**config.mk**
```make
export PLATFORM = sky130hd
export DESIGN_NAME = disp_arbiter
export DESIGN_NICKNAME = d
export VERILOG_FILES = /design/src/rtl/disp_pkg.sv /design/src/rtl/disp_pick.sv /design/src/rtl/disp_arbiter.sv
export SDC_FILE = /design/constraint.sdc
export NUM_CORES = 1
export LEC_CHECK = 0
export ABC_CLOCK_PERIOD_IN_PS = 2050
export CORE_ASPECT_RATIO = 1.1
export CORE_MARGIN = 10
export CORE_UTILIZATION = 43
export DETAILED_ROUTE_END_ITERATION = 10
export GPL_ROUTABILITY_DRIVEN = 0
export PLACE_DENSITY_LB_ADDON = 0.08
export SLEW_MARGIN = 40
export SYNTH_ARGS = -nofsm -noshare
export SYNTH_HDL_FRONTEND = slang
export SYNTH_SLANG_ARGS = --single-unit
```
**constraint.sdc**
```tcl
create_clock -name CLK -period 2.05 [get_ports CLK]
set_clock_uncertainty 0.05 [all_clocks]
set_input_delay 0.615 -clock CLK [delete_from_list [all_inputs] [get_ports CLK]]
set_output_delay 0.615 -clock CLK [all_outputs]
set_load 0.01 [all_outputs]
```
**src/rtl/disp_pkg.sv**
```systemverilog
// Shared types and constants for the seven-segment display arbiter.
package disp_pkg;

  // Arbiter FSM states.
  typedef enum logic {
    IDLE = 1'b0,
    SHOW = 1'b1
  } disp_state_t;

  // Number of requesters sharing the display.
  localparam int N_REQ = 3;

  // Value driven to the display when nobody owns it.
  localparam logic [31:0] DEF_IDLE_VALUE = 32'h0000_0000;

endpackage

```
**src/rtl/disp_pick.sv**
```systemverilog
// Masked priority encoder: picks the lowest-index request not blocked by mask.
module disp_pick
  import disp_pkg::*;
(
  input  logic [N_REQ-1:0] req,
  input  logic [N_REQ-1:0] mask,
  output logic             valid,
  output logic [1:0]       idx
);

  logic [N_REQ-1:0] eff;

  // Lowest set bit of the masked request vector wins.
  always_comb begin
    eff   = req & ~mask;
    valid = |eff;
    idx   = 2'd0;
    if (eff[0])      idx = 2'd0;
    else if (eff[1]) idx = 2'd1;
    else if (eff[2]) idx = 2'd2;
  end

endmodule

```
**src/rtl/disp_arbiter.sv**
```systemverilog
// Grants the shared 8-digit display to one of three requesters for a
// guaranteed minimum hold time and registers the owner's value.
//
// Request/grant protocol: req[i] is a level that the requester holds until
// grant[i] is seen; the owner keeps grant for at least HOLD_CYCLES cycles,
// and lost[i] pulses for one cycle on the edge that takes ownership away.
module disp_arbiter
  import disp_pkg::*;
#(
  parameter int          HOLD_CYCLES = 100_000_000,
  parameter int          CNT_W       = 27,
  parameter logic [31:0] IDLE_VALUE  = DEF_IDLE_VALUE
) (
  input  logic             CLK,
  input  logic             RST_N,
  input  logic [N_REQ-1:0] req,
  input  logic [31:0]      val0,
  input  logic [31:0]      val1,
  input  logic [31:0]      val2,
  output logic [N_REQ-1:0] grant,
  output logic [31:0]      disp_value,
  output logic             busy,
  output logic [N_REQ-1:0] lost,
  output logic             dbg_state
);

  localparam logic [CNT_W-1:0] HOLD_LOAD = CNT_W'(HOLD_CYCLES - 1);

  disp_state_t      state, state_n;
  logic [CNT_W-1:0] cnt, cnt_n;
  logic [1:0]       owner, owner_n;
  logic [N_REQ-1:0] grant_n, lost_n, pick_mask;
  logic [31:0]      disp_n, pick_val, own_val;
  logic             pick_valid, own_req;
  logic [1:0]       pick_idx;

  assign dbg_state = state;

  // In IDLE every request competes; in SHOW the current owner is masked out
  // so a pick means someone else is waiting.
  assign pick_mask = (state == SHOW) ? grant : '0;

  disp_pick u_pick (
    .req   (req),
    .mask  (pick_mask),
    .valid (pick_valid),
    .idx   (pick_idx)
  );

  // Value and request muxes for the picked candidate and the current owner.
  always_comb begin
    pick_val = val0;
    own_val  = val0;
    own_req  = req[0];
    case (pick_idx)
      2'd1:    pick_val = val1;
      2'd2:    pick_val = val2;
      default: pick_val = val0;
    endcase
    case (owner)
      2'd1:    begin own_val = val1; own_req = req[1]; end
      2'd2:    begin own_val = val2; own_req = req[2]; end
      default: begin own_val = val0; own_req = req[0]; end
    endcase
  end

  // Next-state logic: grant, hold countdown, and the decision edge at cnt == 0.
  always_comb begin
    state_n = state;
    cnt_n   = cnt;
    owner_n = owner;
    grant_n = grant;
    disp_n  = disp_value;
    lost_n  = '0;
    case (state)
      IDLE: begin
        if (pick_valid) begin
          state_n = SHOW;
          owner_n = pick_idx;
          grant_n = 3'b001 << pick_idx;
          cnt_n   = HOLD_LOAD;
          disp_n  = pick_val;
        end else begin
          grant_n = '0;
          disp_n  = IDLE_VALUE;
        end
      end
      SHOW: begin
        if (cnt != '0) begin
          // Hold window: no preemption, value follows owner while it requests.
          cnt_n = cnt - CNT_W'(1);
          if (own_req) disp_n = own_val;
        end else if (pick_valid) begin
          // Hand over to the lowest-index waiting requester.
          owner_n = pick_idx;
          grant_n = 3'b001 << pick_idx;
          cnt_n   = HOLD_LOAD;
          disp_n  = pick_val;
          lost_n  = grant;
        end else if (own_req) begin
          // Nobody else waiting: renew the current owner.
          cnt_n  = HOLD_LOAD;
          disp_n = own_val;
        end else begin
          // Owner gone and nobody waiting: release the display.
          state_n = IDLE;
          grant_n = '0;
          disp_n  = IDLE_VALUE;
          lost_n  = grant;
        end
      end
      default: begin
        state_n = IDLE;
        grant_n = '0;
        disp_n  = IDLE_VALUE;
      end
    endcase
  end

  // State and output registers with synchronous active-low reset.
  always_ff @(posedge CLK) begin
    if (!RST_N) begin
      state      <= IDLE;
      cnt        <= '0;
      owner      <= 2'd0;
      grant      <= '0;
      disp_value <= IDLE_VALUE;
      busy       <= 1'b0;
      lost       <= '0;
    end else begin
      state      <= state_n;
      cnt        <= cnt_n;
      owner      <= owner_n;
      grant      <= grant_n;
      disp_value <= disp_n;
      busy       <= (state_n == SHOW);
      lost       <= lost_n;
    end
  end

endmodule

```
==> impl_table.tex <==
\begin{tabular}{lr}
\hline
Metric & Value \\
\hline
\multicolumn{2}{l}{\textbf{Global routing}} \\
\quad Global routing usage summed across all routing layers & 0.221 \\
\quad Global-route wire length before repair & 28300 µm \\
\quad Maximum number of pins on one net before global-route repair & 47 \\
\quad Remaining Overflow, GRT & 0 \\
\quad Vias in the first global route & 5730 \\
\quad Number of antenna violations at the first check in global routing & 1 \\
\multicolumn{2}{l}{\textbf{Cells and area}} \\
\quad Number of cells in the finished layout apart from fillers & 899 \\
\quad Commonest cells after routing, fill and taps aside & 136 x sky130\_fd\_sc\_hd\_\_clkdlybuf4s50\_1, 71 x sky130\_fd\_sc\_hd\_\_buf\_4, 63 x sky130\_fd\_sc\_hd\_\_dfxtp\_1, 37 x sky130\_fd\_sc\_hd\_\_a21oi\_1, 35 x sky130\_fd\_sc\_hd\_\_nor2\_1 \\
\quad Commonest non-fill, non-tap cell in the layout & sky130\_fd\_sc\_hd\_\_clkdlybuf4s50\_1 \\
\quad Utilization after layout & 0.703 \\
\quad Post-synthesis to final-layout area growth & 59.4\% \\
\quad Layout cell share with drive strength beyond 1 & 0.232 \\
\quad Reg area & 0.00137 mm² \\
\quad Post-route cell area & 0.00731 mm² \\
\quad Filler instances & 825 \\
\quad Multi-input gate area & 0.00312 mm² \\
\quad Final Net Count & 854 \\
\multicolumn{2}{l}{\textbf{Worst setup path}} \\
\quad Type of the worst setup path & reg -> reg \\
\quad Slack of the worst reg-to-reg path & -0.08 ns \\
\quad Startpoint type of the worst setup path & register \\
\quad Critical path capture point type & register \\
\quad Required arrival time at the worst endpoint & 2.20 ns \\
\quad WP data arrival & 2.29 ns \\
\quad Worst-path fanout max & 8 \\
\multicolumn{2}{l}{\textbf{Hold path}} \\
\quad Hold WC Path Type & reg -> reg \\
\multicolumn{2}{l}{\textbf{Route}} \\
\quad Count of vias placed by the detailed router & 5758 \\
\quad Via density per instance & 6.40 \\
\quad DRC violation count after routing & 0 \\
\quad Final antenna-violating net count & 0 \\
\quad Routed WL per cell & 20.9 µm \\
\quad Number of detailed-route iterations in the first pass & 5 \\
\quad Routed Wire Length & 18800 µm \\
\quad Starting DRC count in detailed routing & 555 \\
\multicolumn{2}{l}{\textbf{Logic synthesis}} \\
\quad Largest area contributor in the synthesized netlist & sky130\_fd\_sc\_hd\_\_dfxtp\_1 \\
\quad Post-synthesis cell count & 559 \\
\quad Synth Cell Area & 0.00458 mm² \\
\quad Synth area leaders & sky130\_fd\_sc\_hd\_\_dfxtp\_1 30\%, sky130\_fd\_sc\_hd\_\_a21oi\_1 4.1\%, sky130\_fd\_sc\_hd\_\_o221ai\_1 4.0\% \\
\quad Sequential area share after synthesis & 0.297 \\
\quad Post-synthesis cell type count & 67 \\
\quad Number of nets produced by synthesis & 664 \\
\quad Share of flip-flops with an asynchronous set or reset after synthesis & 0 \\
\quad Ys flop type & sky130\_fd\_sc\_hd\_\_dfxtp\_1 \\
\quad Number of synthesized flops with an enable pin & 0 \\
\quad Average instance area after synthesis & 8.20 µm² \\
\quad Flip-flop and latch count after synthesis & 68 \\
\quad Share of Yosys cell area claimed by the top area cell type & 0.297 \\
\quad Yosys warns & 0 \\
\multicolumn{2}{l}{\textbf{Timing}} \\
\quad Finish-stage setup viols & 24 \\
\quad Worst slew pin tran & 0.488 ns \\
\quad Min setup slack post-route & -0.0834 ns \\
\quad Time the worst path needs with I/O delays and setup & 2.13 ns \\
\quad Max-slew headroom at the worst pin & 0.672 \\
\quad Final Slew Violations & 0 \\
\quad Unrepaired setup endpoints after global routing & yes \\
\quad Final critical-path share of the clock period & 1.04 \\
\quad Maximum clock frequency & 469 MHz \\
\quad Accumulated negative setup slack & -1.16 ns \\
\quad Final hold violation count & 0 \\
\multicolumn{2}{l}{\textbf{Floorplan}} \\
\quad Height of the die & 128 µm \\
\quad Core outline area & 0.0104 mm² \\
\quad Overall die area & 0.0152 mm² \\
\quad Starting density of the core & 0.441 \\
\quad Width of the die & 118 µm \\
\quad Number of cell rows & 39 \\
\quad Number of top-level design ports & 141 \\
\multicolumn{2}{l}{\textbf{Placement}} \\
\quad Area after detailed placement & 0.00654 mm² \\
\quad Setup slack after placement & -0.506 ns \\
\quad Placed Cells & 861 \\
\quad Number of buffers inserted by port buffering & 140 \\
\quad HPWL reported at the end of detailed placement & 12800 µm \\
\multicolumn{2}{l}{\textbf{Clocking}} \\
\quad Maximum level of the CTS H-tree & 3 \\
\quad Number of buffers inserted by hold repair at cts & 0 \\
\quad Clock Latency Late Sink & 0.33 ns \\
\quad TritonCTS clock tree & yes \\
\quad Buffer cell driving the clock tree root & sky130\_fd\_sc\_hd\_\_clkbuf\_16 \\
\quad Post-CTS clock slew at the launch and capture registers of the worst setup and hold paths & 0.06 ns \\
\quad Maximum clock insertion buffer count & 2 \\
\quad CTS buffer count & 9 \\
\quad Clock sink total & 68 \\
\multicolumn{2}{l}{\textbf{Status}} \\
\quad Outcome & finished with violations \\
\quad Failing checks & negative setup slack \\
\multicolumn{2}{l}{\textbf{Flow run}} \\
\quad Max-cap violations & 0 \\
\multicolumn{2}{l}{\textbf{Power}} \\
\quad Maximum ir drop on the vdd rail & 342 µV \\
\quad Leakage power summed over all cells & 2.65 nW \\
\quad Power Dens Cells & 610 mW/mm² \\
\hline
\end{tabular}
final timing paths:
kind,cells past startpoint,from,to
worst max-delay path,7,cnt[17]$_SDFFE_PN0P_,disp_value[11]$_SDFFE_PN0P_
worst min-delay path,2,disp_value[27]$_SDFFE_PN0P_,disp_value[27]$_SDFFE_PN0P_
worst max register to register,7,cnt[17]$_SDFFE_PN0P_,disp_value[11]$_SDFFE_PN0P_
worst min register to register,2,disp_value[27]$_SDFFE_PN0P_,disp_value[27]$_SDFFE_PN0P_
power by group:
part / total (mW) / internal, mW / leakage [nW] / switching [mW]
registers: 1.53 / 1.43 / 0.564 / 0.0912
logic: 1.44 / 0.749 / 1.94 / 0.686
clock network: 1.50 / 0.912 / 0.144 / 0.589
routing by layer:
layer / GRT usage / routed length, µm / vias to the layer above
met5: 0 / 0 / -
met4: 0.111 / 673 / 0
met3: 0.0573 / 1580 / 50
met2: 0.369 / 9010 / 306
met1: 0.259 / 7500 / 2767
li1: - / - / 2635
sequential cells by signal (all words and copies together), names as in the netlist:
signal      flops
cnt            27
dbg_state       1
disp_value     32
grant           3
lost            3
owner           2
synthesized netlist by cell type (3+ instances only):
master	instances
sky130_fd_sc_hd__o31a_1	9
sky130_fd_sc_hd__nor2_1	37
sky130_fd_sc_hd__o22ai_1	17
sky130_fd_sc_hd__buf_4	3
sky130_fd_sc_hd__nand3_1	20
sky130_fd_sc_hd__a2bb2oi_1	5
sky130_fd_sc_hd__a21oi_1	38
sky130_fd_sc_hd__a211oi_1	7
sky130_fd_sc_hd__buf_1	3
sky130_fd_sc_hd__nand4_1	19
sky130_fd_sc_hd__and3_1	5
sky130_fd_sc_hd__mux2i_1	3
sky130_fd_sc_hd__nor4b_1	3
sky130_fd_sc_hd__nor3_1	17
sky130_fd_sc_hd__or4_1	3
sky130_fd_sc_hd__inv_1	10
sky130_fd_sc_hd__nand2b_1	3
sky130_fd_sc_hd__and2_1	8
sky130_fd_sc_hd__or3_1	8
sky130_fd_sc_hd__buf_2	12
sky130_fd_sc_hd__a31oi_1	16
sky130_fd_sc_hd__clkbuf_1	32
sky130_fd_sc_hd__buf_6	4
sky130_fd_sc_hd__o221ai_1	21
sky130_fd_sc_hd__nor4_1	8
sky130_fd_sc_hd__ha_1	4
sky130_fd_sc_hd__o21ai_0	23
sky130_fd_sc_hd__a221o_1	14
sky130_fd_sc_hd__o22a_1	17
sky130_fd_sc_hd__nand2_1	22
sky130_fd_sc_hd__a221oi_1	6
sky130_fd_sc_hd__o211ai_1	16
sky130_fd_sc_hd__nand3_2	3
sky130_fd_sc_hd__a22oi_1	24
sky130_fd_sc_hd__nor3_2	4
sky130_fd_sc_hd__a41oi_1	3
sky130_fd_sc_hd__o21a_1	4
sky130_fd_sc_hd__dfxtp_1	68
kinds of logic after synthesis:
family	count (synthesis)	synth area share
AO/OA/AOI/OAI	244	0.396
adder cells (fa/ha/maj)	4	0.0109
buffers and inverters	68	0.0761
flip-flops	68	0.297
multiplexers	4	0.00901
AND/OR/NAND/NOR	171	0.211
critical path, cell delays in order (launching register included):
cell	delay, ns
sky130_fd_sc_hd__dfxtp_1	0.34
sky130_fd_sc_hd__nor4_4	0.40
sky130_fd_sc_hd__nand3_4	0.19
sky130_fd_sc_hd__o21a_4	0.29
sky130_fd_sc_hd__buf_6	0.13
sky130_fd_sc_hd__o211ai_4	0.26
sky130_fd_sc_hd__clkbuf_16	0.22
sky130_fd_sc_hd__o221ai_1	0.12
timing repair:
| action | 4_1_cts | 5_1_grt |
|---|---|---|
| setup endpoints to repair | 62 | 68 |
| setup buffers | 9 | 10 |
| gates resized for setup | 25 | 49 |
| cloned | 0 | 4 |
| pin swaps | 5 | 18 |
final cells by class:
cell class | instances | share of cell area
Multi-Input combinational cell | 424 | 0.426
Timing Repair Buffer | 236 | 0.317
Sequential cell | 68 | 0.187
Clock buffer | 12 | 0.0365
Tap cell | 143 | 0.0245
Inverter | 10 | 0.00514
Clock inverter | 4 | 0.00308
Antenna cell | 2 | 0.000685
per-stage QoR:
step	power, mW	hold slack (ns)
floorplan	2.17	0.417
global placement	2.81	0.422
detailed placement	2.84	0.429
CTS	4.38	0.444
global route	4.64	0.472
finish	4.46	0.440
No activity file was read; power rests on OpenSTA's default activity.
==> RTL edit, RTL diff (same settings) <==
Reset style: asynchronous (`RST_N`), changed in one clocked block. Comments in the files are not updated.
--- a/src/rtl/disp_arbiter.sv
+++ b/src/rtl/disp_arbiter.sv
@@ -119,5 +119,5 @@
 
   // State and output registers with synchronous active-low reset.
-  always_ff @(posedge CLK) begin
+  always_ff @(posedge CLK or negedge RST_N) begin
     if (!RST_N) begin
       state      <= IDLE;
Function: differs if RST_N is asserted again (counterexample within 4 cycles, from zero or initial values and one cycle with RST_N low); with RST_N held inactive, the same outputs for 10 cycles.
==> RTL edit against the original RTL <==
- the run still ends with setup timing left
- total power increased by 2.5%
- utilization decreased by 1.7 points
- synthesized area increased by 3.4%
- sequential cell count unchanged
- setup slack improved by 0.023 ns
- worst hold slack got worse by 0.20 ns
- cell area increased by 2.0%
- wire length decreased by 1.5%
==> RTL edit: results (changes against the original RTL) <==
metric;value;unit;change
synth_warnings;0;;unchanged
place_hpwl;12400;µm;-3.3%
grt_first_pass_wirelength;28300;µm;-0.14%
synth_commonest_cells;dfrtp_1, nand3_1, a22oi_1;;
cts_max_path_buffers;2;;unchanged
setup_viol_count_final;17;;-29%
asyncSetResetFlopFracSynth;100;%;+100 points
sw_frac_of_total;29.5;%;-1.2 points
failing_checks;setup timing;;
hold_path.class;in2async;;
drt-initial-drc-count;527;;-5.0%
critical_path_arrival;2.29;ns;about the same
top_layer;met4;;
antenna_found_initial;1;;unchanged
yosysSeqAreaShare;35.9;%;+6.2 points
cts_made_buffers;9;;unchanged
clock_latency;0.34;ns;
via_per_inst;6.14;;-4.1%
wl_met2;9380;µm;+4.0%
synth_fp_nets;666;;+0.30%
pin_slew_with_the_least_headroom_to_its_limit;0.413;ns;-0.0742 ns
layout-drive-gt1-share;19.3;%;-3.9 points
power_leakage;0.00315;µW;+19%
post_synth_num_cell_types;56;;-16%
fin_ws;-0.0609;ns;+0.0225 ns
gr-usage-all-layers;22.3;%;+0.12 points
detail_route.wl_per_cell;20.4;µm;-2.2%
layout.filler_cells;868;;+5.2%
sum_of_met3_wire_segment_lengths_after_detailed_routing;1380;µm;-13%
wl_met1;7240;µm;-3.5%
final_net_count;857;;+0.35%
ys_top_cells_by_area;dfrtp_1, a22oi_1, nand3_1;;
first_global_vias;5617;;-2.0%
status;complete, but fails checks;;
crit_path_max_fanout;5;;-3
max-vdd-ir-drop;0.446;mV;+30%
grt_start_max_net_pins;69;;+47%
## RTL edit: changes by cell type after synthesis, moves of 21 or more
cell / unedited run / this run
a211o_1: 0 / 26
a21oi_1: 38 / 8
dfrtp_1: 0 / 68
a22oi_1: 24 / 63
dfxtp_1: 68 / 0
nand3_1: 20 / 66
o221ai_1: 21 / 0
## RTL edit: power by group through the flow
stage / registers, µW / clock network (µW) / logic (µW)
2_1_floorplan: 1670 / 0 / 510
3_3_place_gp: 1640 / 0 / 1230
3_5_place_dp: 1640 / 0 / 1260
4_1_cts: 1610 / 1590 / 1280
5_1_grt: 1650 / 1680 / 1460
6_report: 1630 / 1600 / 1340
## RTL edit: final timing paths
| kind | slack, ns | depth (start not counted) | endpoint | from |
|---|---|---|---|---|
| hold reg to reg | 0.47 | 1 | disp_value[4] | disp_value[4] |
| min in group CLK | 0.47 | 1 | disp_value[4] | disp_value[4] |
| max in group asynchronous | 1.38 | 2 | cnt[20] | RST_N |
| setup reg to reg | -0.06 | 7 | cnt[14] | cnt[20] |
| hold / removal | 0.24 | 2 | cnt[2] | RST_N |
| setup / recovery | -0.06 | 7 | cnt[14] | cnt[20] |
## RTL edit: cell families (layout without fill, tap and decap cells)
logic type	after synthesis	count (layout)	synth area share (%)
other	0	1	0
multiplexers	4	4	0.871
AND/OR/NAND/NOR	200	201	22.2
AO/OA/AOI/OAI	218	218	33.7
XOR/XNOR	3	3	0.554
flip-flops	68	68	35.9
buffers and inverters	64	259	5.73
adder cells (fa/ha/maj)	4	4	1.06
## RTL edit: critical path, stage by stage, from the launching register on
cell	delay, ns
dfrtp_2	0.42
nor4_4	0.38
nand4_4	0.24
o21a_4	0.32
nor2_4	0.13
inv_2	0.07
buf_2	0.18
o211a_1	0.21
## RTL edit: per-layer routing
layer | vias up | global-route usage (%)
met2 | 289 | 38.9
li1 | 2575 | -
met5 | - | 0
met3 | 53 | 6.09
met1 | 2639 | 25.1
met4 | 0 | 9.30
## RTL edit: final cells by class
type                            instances  area, µm²  area share, %
Inverter                                7       26.3          0.352
Multi-Input combinational cell        430       2920           39.2
Antenna cell                            1       2.50         0.0336
Clock buffer                           13        250           3.36
Clock inverter                          3       46.3          0.621
Timing Repair Buffer                  236       2320           31.1
Sequential cell                        68       1700           22.8
Tap cell                              147        184           2.47
## RTL edit: timing repair
action / CTS / global route
gates cloned: 1 / 7
hold endpoints to repair: 0 / 0
gates resized for setup: 22 / 38
pin swaps: 14 / 19
setup endpoints to repair: 65 / 53
buffers inserted: 4 / 13
## RTL edit: stage by stage
step	instances	TNS (ns)	worst slack (ns)	cell area [µm²]
CTS	884	-0.242	-0.0228	7080
detailed placement	863	-34.43	-0.633	6710
global placement	863	-30.06	-0.555	6710
finish	905	-0.357	-0.0609	7460
global route	905	-3.91	-0.134	7460
floorplan	561	-1.05	-0.120	4760
